File: config.mk
export PLATFORM = sky130hd
export DESIGN_NAME = hazard_fwd_unit
export DESIGN_NICKNAME = d
export VERILOG_FILES = /design/src/rtl/hazard_fwd_unit.sv
export SDC_FILE = /design/constraint.sdc
export NUM_CORES = 1
export LEC_CHECK = 0
export CAP_MARGIN = 15
export CORE_UTILIZATION = 39
export CTS_BUF_LIST = sky130_fd_sc_hd__clkbuf_2 sky130_fd_sc_hd__clkbuf_4 sky130_fd_sc_hd__clkbuf_8
export CTS_CLUSTER_SIZE = 10
export DETAILED_ROUTE_END_ITERATION = 7
export GPL_ROUTABILITY_DRIVEN = 0
export PLACE_DENSITY = 0.88
export SETUP_SLACK_MARGIN = 0.4
export SYNTH_ARGS = -nofsm -noshare
export SYNTH_HDL_FRONTEND = slang
export SYNTH_SLANG_ARGS = --single-unit
File: constraint.sdc
create_clock -name clk -period 5.8 [get_ports clk]
set_input_delay 1.16 -clock clk [delete_from_list [all_inputs] [get_ports clk]]
set_output_delay 1.16 -clock clk [all_outputs]
set_load 0.02 [all_outputs]
File: src/rtl/hazard_fwd_unit.sv
// Hazard detection and operand forwarding beside decode: picks the youngest ready in-flight
// result per source operand, raises load-use stalls, and keeps stall statistics plus a watchdog.
module hazard_fwd_unit #(
  parameter int unsigned DATA_W    = 16,
  parameter int unsigned RSEL_W    = 3,
  parameter int unsigned NSTAGE    = 3,
  parameter int unsigned MAX_STALL = 8
) (
  input  logic                       clk,
  input  logic                       rst,
  input  logic                       src_valid,
  input  logic [RSEL_W-1:0]          src_a_sel,
  input  logic [RSEL_W-1:0]          src_b_sel,
  input  logic                       src_a_use,
  input  logic                       src_b_use,
  input  logic [DATA_W-1:0]          src_a_rf,
  input  logic [DATA_W-1:0]          src_b_rf,
  input  logic [NSTAGE-1:0]          stg_wr,
  input  logic [NSTAGE*RSEL_W-1:0]   stg_wsel,
  input  logic [NSTAGE-1:0]          stg_rdy,
  input  logic [NSTAGE*DATA_W-1:0]   stg_data,
  input  logic                       fwd_off,
  input  logic                       flush,
  output logic [DATA_W-1:0]          src_a_out,
  output logic [DATA_W-1:0]          src_b_out,
  output logic [NSTAGE-1:0]          fwd_a_hit,
  output logic [NSTAGE-1:0]          fwd_b_hit,
  output logic                       stall,
  output logic [15:0]                stall_total,
  output logic                       hazard_err
);

  localparam int unsigned RUN_W = $clog2(MAX_STALL);
  localparam logic [RUN_W-1:0] RunMax = RUN_W'(MAX_STALL - 1);

  logic             hz_a, hz_b;
  logic [RUN_W-1:0] stall_run_q;

  function automatic void resolve(
    input  logic                     en,
    input  logic [RSEL_W-1:0]        sel,
    input  logic [DATA_W-1:0]        rf,
    input  logic [NSTAGE-1:0]        wr,
    input  logic [NSTAGE*RSEL_W-1:0] wsel,
    input  logic [NSTAGE-1:0]        rdy,
    input  logic [NSTAGE*DATA_W-1:0] data,
    input  logic                     off,
    output logic [DATA_W-1:0]        res,
    output logic [NSTAGE-1:0]        hit,
    output logic                     hz
  );
    logic [NSTAGE-1:0] match;
    logic [NSTAGE-1:0] young;
    logic [DATA_W-1:0] ydata;
    for (int i = 0; i < NSTAGE; i++) begin
      match[i] = en & wr[i] & (wsel[i*RSEL_W +: RSEL_W] == sel);
    end
    // Isolate the lowest set bit: the youngest stage writing this register.
    young = match & ~(match - NSTAGE'(1));
    ydata = '0;
    for (int i = 0; i < NSTAGE; i++) begin
      ydata = ydata | ({DATA_W{young[i]}} & data[i*DATA_W +: DATA_W]);
    end
    res = rf;
    hit = '0;
    hz  = 1'b0;
    if (young != '0) begin
      // With forwarding off only the writeback stage may supply data (write-then-read).
      if ((off && !young[NSTAGE-1]) || ((young & rdy) == '0)) begin
        hz = 1'b1;
      end else begin
        res = ydata;
        hit = young;
      end
    end
  endfunction

  always_comb begin
    resolve(src_a_use, src_a_sel, src_a_rf, stg_wr, stg_wsel, stg_rdy, stg_data, fwd_off,
            src_a_out, fwd_a_hit, hz_a);
    resolve(src_b_use, src_b_sel, src_b_rf, stg_wr, stg_wsel, stg_rdy, stg_data, fwd_off,
            src_b_out, fwd_b_hit, hz_b);
  end

  assign stall = rst & src_valid & ~flush & (hz_a | hz_b);

  always_ff @(posedge clk or negedge rst) begin
    if (!rst) begin
      stall_run_q <= '0;
      stall_total <= '0;
      hazard_err  <= 1'b0;
    end else if (stall) begin
      if (stall_run_q == RunMax) begin
        hazard_err <= 1'b1;
      end else begin
        stall_run_q <= stall_run_q + 1'b1;
      end
      if (stall_total != 16'hFFFF) begin
        stall_total <= stall_total + 16'd1;
      end
    end else begin
      stall_run_q <= '0;
    end
  end

endmodule

Word level (Yosys, flattened, before mapping)

Index checks and enable logic that the tools add are counted.

Add/subtract/negate cells: 4
Multiply operators: 0
Divide/modulo/power cells: 0
Order comparisons: 0
Equality and inequality tests: 9
Shift operators: 0
Multiplexer cells: 14
Bitwise gates (word level): 33
Reduce and logical (&&, ||, !) cells: 12

Operators with widths:

| kind                                              | number |
|---|---|
| AND 16 bit                                        | 6 |
| two-way mux 16 bit                                | 4 |
| OR 16 bit                                         | 4 |
| equality test 3 bit                               | 6 |
| two-way mux 3 bit                                 | 6 |
| adder 16 x 1 -> 16 bit (second input constant)    | 1 |
| inequality test 16 bit (second input constant)    | 1 |
| AND 1 bit                                         | 15 |
| AND 3 bit                                         | 4 |
| logical NOT 3 bit                                 | 2 |
| NOT 3 bit                                         | 2 |
| nonzero test 3 bit                                | 2 |
| subtractor 3 x 1 -> 3 bit (second input constant) | 2 |
| two-way mux 1 bit                                 | 4 |
| AND reduction 2 bit                               | 2 |
| adder 3 x 1 -> 3 bit (second input constant)      | 1 |
| equality test 3 bit (second input constant)       | 1 |
| logical AND 1 bit                                 | 2 |
| logical NOT 1 bit                                 | 2 |
| logical OR 1 bit                                  | 2 |
| inequality test 2 bit (second input constant)     | 1 |
| NOT 1 bit                                         | 1 |
| OR 1 bit                                          | 1 |

Register bits after elaboration: 20
Bits in latches: 0
Memory bits (writable): 0
Memory bits (read-only): 0
Input bits: 108
Output and inout bits: 56
Logic and storage cells: 75
Memories: 0

Depth between registers and ports, before layout

Word-level depth: 13
Gate-level depth with buffers: 10
Mapped depth without buffers: 7

Least setup slack after synthesis

Ideal clock, no wire load.

Path kind: in2out
Start: input src_b_sel[2]
End: output src_b_out[10]
Data arrival time: 3111 ps
Data required time: 4640 ps
Slack: 1529 ps
Cell stages on the path: 7
Buffers on the path: 1
Cells stage by stage: xor2_1 -> nor4_2 -> nor4_4 -> and3_1 -> nor2_2 -> buf_4 -> mux2_1

Cells in the longest elaborated chain, start to end: 10
Elaborated cells between the ends (all ways): 22
Those cells by class: 1 x add/sub; 3 x eq/ne; 2 x mux; 11 x bitwise; 5 x reduce/logical

Ends and longest elaborated chain:

| what                                          | RTL line | text |
|---|---|---|
| start, declared                               | 13       | `input logic [RSEL_W-1:0] src_b_sel,` |
| equality test 3 bit                           | 56       | `match[i] = en & wr[i] & (wsel[i*RSEL_W +: RSEL_W] == sel);` |
| AND 1 bit                                     | 56       |  |
| subtractor 3 x 1 -> 3 bit                     | 59       | `young = match & ~(match - NSTAGE'(1));` |
| NOT 3 bit                                     | 59       |  |
| AND 3 bit *                                   | 59       |  |
| AND 16 bit (tied with other cells)            | 62       | `ydata = ydata \| ({DATA_W{young[i]}} & data[i*DATA_W +: DATA_W]);` |
| OR 16 bit (tied with other cells)             | 62       |  |
| OR 16 bit or logical OR 1 bit (tied branches) | 62, 69   |  |
| two-way mux 16 bit                            | 69       | `if ((off && !young[NSTAGE-1]) \|\| ((young & rdy) == '0)) begin` |
| two-way mux 16 bit *                          | 67       | `if (young != '0) begin` |
| end, declared                                 | 25       | `output logic [DATA_W-1:0] src_b_out,` |

Every way passes the cells marked *; elsewhere a longest branch is shown, timed or not.

Worst setup path after layout

Start: input src_b_sel[0]
End: output src_b_out[8]

The elaborated chain is that of the path after synthesis.

==> flow_metrics.tcl <==
set metrics [dict create \
    dp_slack_ns 0.3998 \
    status "complete, no violations" \
    dp_hpwl_mm 7.399 \
    comb_power_share 0.499 \
    dr.pass1.iters 5 \
    drtIter0Drc 124 \
    portBuffers 163 \
    syn_nets 397 \
    diodes 0 \
    ant_nets 0 \
    antenna_found_initial 0 \
    setup_viol 0 \
    first_global_vias 2773 \
    nets 557 \
    grt.overflow.total 0 \
    drive_gt1_frac 0.09459 \
    yosysSeqAreaShare 0.2160 \
    syn-cell-area_um2 2317 \
    avgSynthCellArea_um2 8.102 \
    root_buffer "clkbuf_8" \
    worst_slew_margin_rel 0.4870 \
    synthSimpleGateAreaFrac 0.2473 \
    core-area_um2 5608 \
    initial_core_util 0.4132 \
    path_clk_slew_ns 0.07 \
    cp-start-kind "input pin" \
    die-area_um2 6254 \
    p_int_uw 337.3 \
    htree_levels 1 \
    finalCritPeriodShare 0.8929 \
    wl_mm 9.187 \
    yosysTopAreaCell "dfrtp_1" \
    yosysTopAreaCellShare 0.2160 \
    rows 27 \
    skew_ns 0.001118 \
    grt.total_usage 0.2861 \
    synthXorXnorAreaFrac 0.1210 \
    ys_ff_latch 20 \
    cts_sinks 20 \
    period_needed_ns 5.179 \
    fp.dieH_um 79.08 \
    die_w_um 79.08 \
    synth_cells 286 \
    synth_common_cells "o21ai_0 (48), nand2_1 (44), xor2_1 (29)" \
    cp_slowest_cell "clkdlybuf4s50_1" \
    crit_path_max_fanout 21 \
    max_freq_mhz 193.1 \
    routedWlPerCell_um 17.80 \
    peakVddDrop_uv 199.8 \
    tns_ns 0 \
    num_vias 2926 \
    hold_buffers 0 \
    pin_count 164 \
    insertion_delay_ns 0.26 \
    pwr-share-seq 0.322 \
    synth-edff-count 0 \
    arrival_ns 4.02 \
    hold_viol 0 \
    maxCapViolCount 0 \
    crit_chain "clkdlybuf4s50_1, xor2_1, nor4_4, buf_4, nand3_1, a21oi_1, nor2_4, mux2_1, clkdlybuf4s50_1" \
    vias_per_cell 5.671 \
    cp_common_cell "clkdlybuf4s50_1" \
    drc 0 \
    ys_top_cells_by_area "dfrtp_1 (22%), xor2_1 (11%), o21ai_0 (10%)" \
    grt_pass1_wl_mm 14.10 \
    rsz0062_at_grt "no" \
    grt_max_degree 36 \
    cts_tree "yes" \
    cts_buffer_depth 2 \
    p_leak_uw 0.001639 \
    synth-compound-area-share 0.2495 \
    finalWorstSetupSlack_ns 0.6209 \
    power_frac_clock 0.179 \
    ys_warn_count 0 \
    report.final.slew_viol_count 0 \
    power_switching_share 0.3309 \
    critical_path_class "in2out" \
    tightestPinTransition_ns 0.7653 \
    worstPathRequired_ns 4.64 \
    synth_fa_ha_area_frac 0.01620 \
    cp-end-kind "output port" \
    area_growth_pct 77.00 \
    yosysMostFrequentCell "o21ai_0" \
    max_stage_delay_ns 0.54 \
    hold_path.class "reg2reg" \
    async_reset_ff_frac 1.000 \
    synth_ff_type "dfrtp_1" \
    yosysUniqueCellTypes 39 \
    synthMuxAreaShare 0.1010 \
    synth_top_family_by_area "compound AO/OA/AOI/OAI gates" \
    power.density_nw_per_um2 122.9 \
    cts-buffers-inserted 3 \
    p_switching_uw 166.8 \
]
## placed cells by master (no fill, tap or decap), types with 5 or more instances in the layout
cell type / count
clkdlybuf4s50_1: 163
mux2_2: 11
dfrtp_1: 20
nand2_1: 44
o21ai_0: 48
xor2_1: 29
and3_1: 6
nor3_2: 5
nor2_1: 11
a22oi_1: 16
a221o_1: 16
nand3_1: 11
nor4_4: 6
mux2_1: 8
inv_1: 5
buf_4: 10
## routing by layer
metal / vias up / GRT usage / wire length, µm
li1: 1378 / - / -
met1: 1385 / 0.3241 / 3709
met2: 133 / 0.5293 / 4537
met3: 30 / 0.04138 / 558
met4: 0 / 0.1200 / 381
met5: - / 0 / 0
## worst max-delay path, delay by kind of cell
kind                   cells  cell delay, ns
buffers and inverters      3            1.35
AND/OR/NAND/NOR            3            0.63
multiplexers               1            0.35
AO/OA/AOI/OAI              1            0.29
XOR/XNOR                   1            0.23
## path summary, 6_finish.rpt
| path | startpoint | endpoint | slack [ns] | cells after the start |
|---|---|---|---|---|
| hold reg to reg | hazard_err$_DFFE_PN0P_ | hazard_err$_DFFE_PN0P_ | 0.46 | 1 |
| setup reg to reg | stall_total[2]$_DFFE_PN0P_ | stall_total[15]$_DFFE_PN0P_ | 3.51 | 6 |
| hold / removal | hazard_err$_DFFE_PN0P_ | hazard_err$_DFFE_PN0P_ | 0.46 | 1 |
| max in group asynchronous | rst | stall_total[15]$_DFFE_PN0P_ | 4.35 | 2 |
| setup / recovery | src_b_sel[0] | src_b_out[8] | 0.62 | 9 |
| min in group asynchronous | rst | stall_total[6]$_DFFE_PN0P_ | 1.24 | 2 |
## logic make-up after synthesis
kind of cell,after synthesis
xor gates and xnor gates,32
DFF,20
adders and majority gates,3
buffers and inverters,24
and+or+nand+nor,99
AOI/OAI and AO/OA,87
muxes,21
## per-stage QoR
| step | area [µm²] | hold slack, ns | std cells | total power [µW] | util |
|---|---|---|---|---|---|
| after global routing | 4101 | 0.4967 | 516 | 528.3 | 0.7314 |
| after detailed placement | 4046 | 0.4472 | 513 | 415.0 | 0.7216 |
| after floorplan | 2317 | 0.4934 | 286 | 261.4 | - |
| final | 4101 | 0.4571 | 516 | 504.0 | 0.7314 |
| after global placement | 4046 | 0.4405 | 513 | 409.8 | 0.7216 |
| after CTS | 4093 | 0.4626 | 516 | 503.4 | 0.7298 |
## power by group through the flow
stage	Combinational (µW)	Sequential, µW	Clock (µW)
after floorplan	86.8	175	0
after global placement	245	165	0
after detailed placement	250	165	0
after CTS	252	163	89.3
after global routing	268	164	97.0
final	252	162	90.1
## flip-flops by register name (all words and copies together) (netlist names)
| register | flops |
|---|---|
| stall_total | 16 |
| stall_run_q | 3 |
| hazard_err | 1 |
## area by class of cell
cell class / instances / area [µm²]
Fill cell: 453 / 1506
Clock buffer: 3 / 41.29
Sequential cell: 20 / 500.5
Timing Repair Buffer: 173 / 1707
Tap cell: 72 / 90.09
Multi-Input combinational cell: 242 / 1740
Inverter: 6 / 22.52
## timing repair
action | CTS | global route
resized for setup | 1 | 2
endpoints found under the setup margin | 11 | 16
pin swaps | 0 | 0
setup buffers | 0 | 0
(Power assumes the default switching activity.)
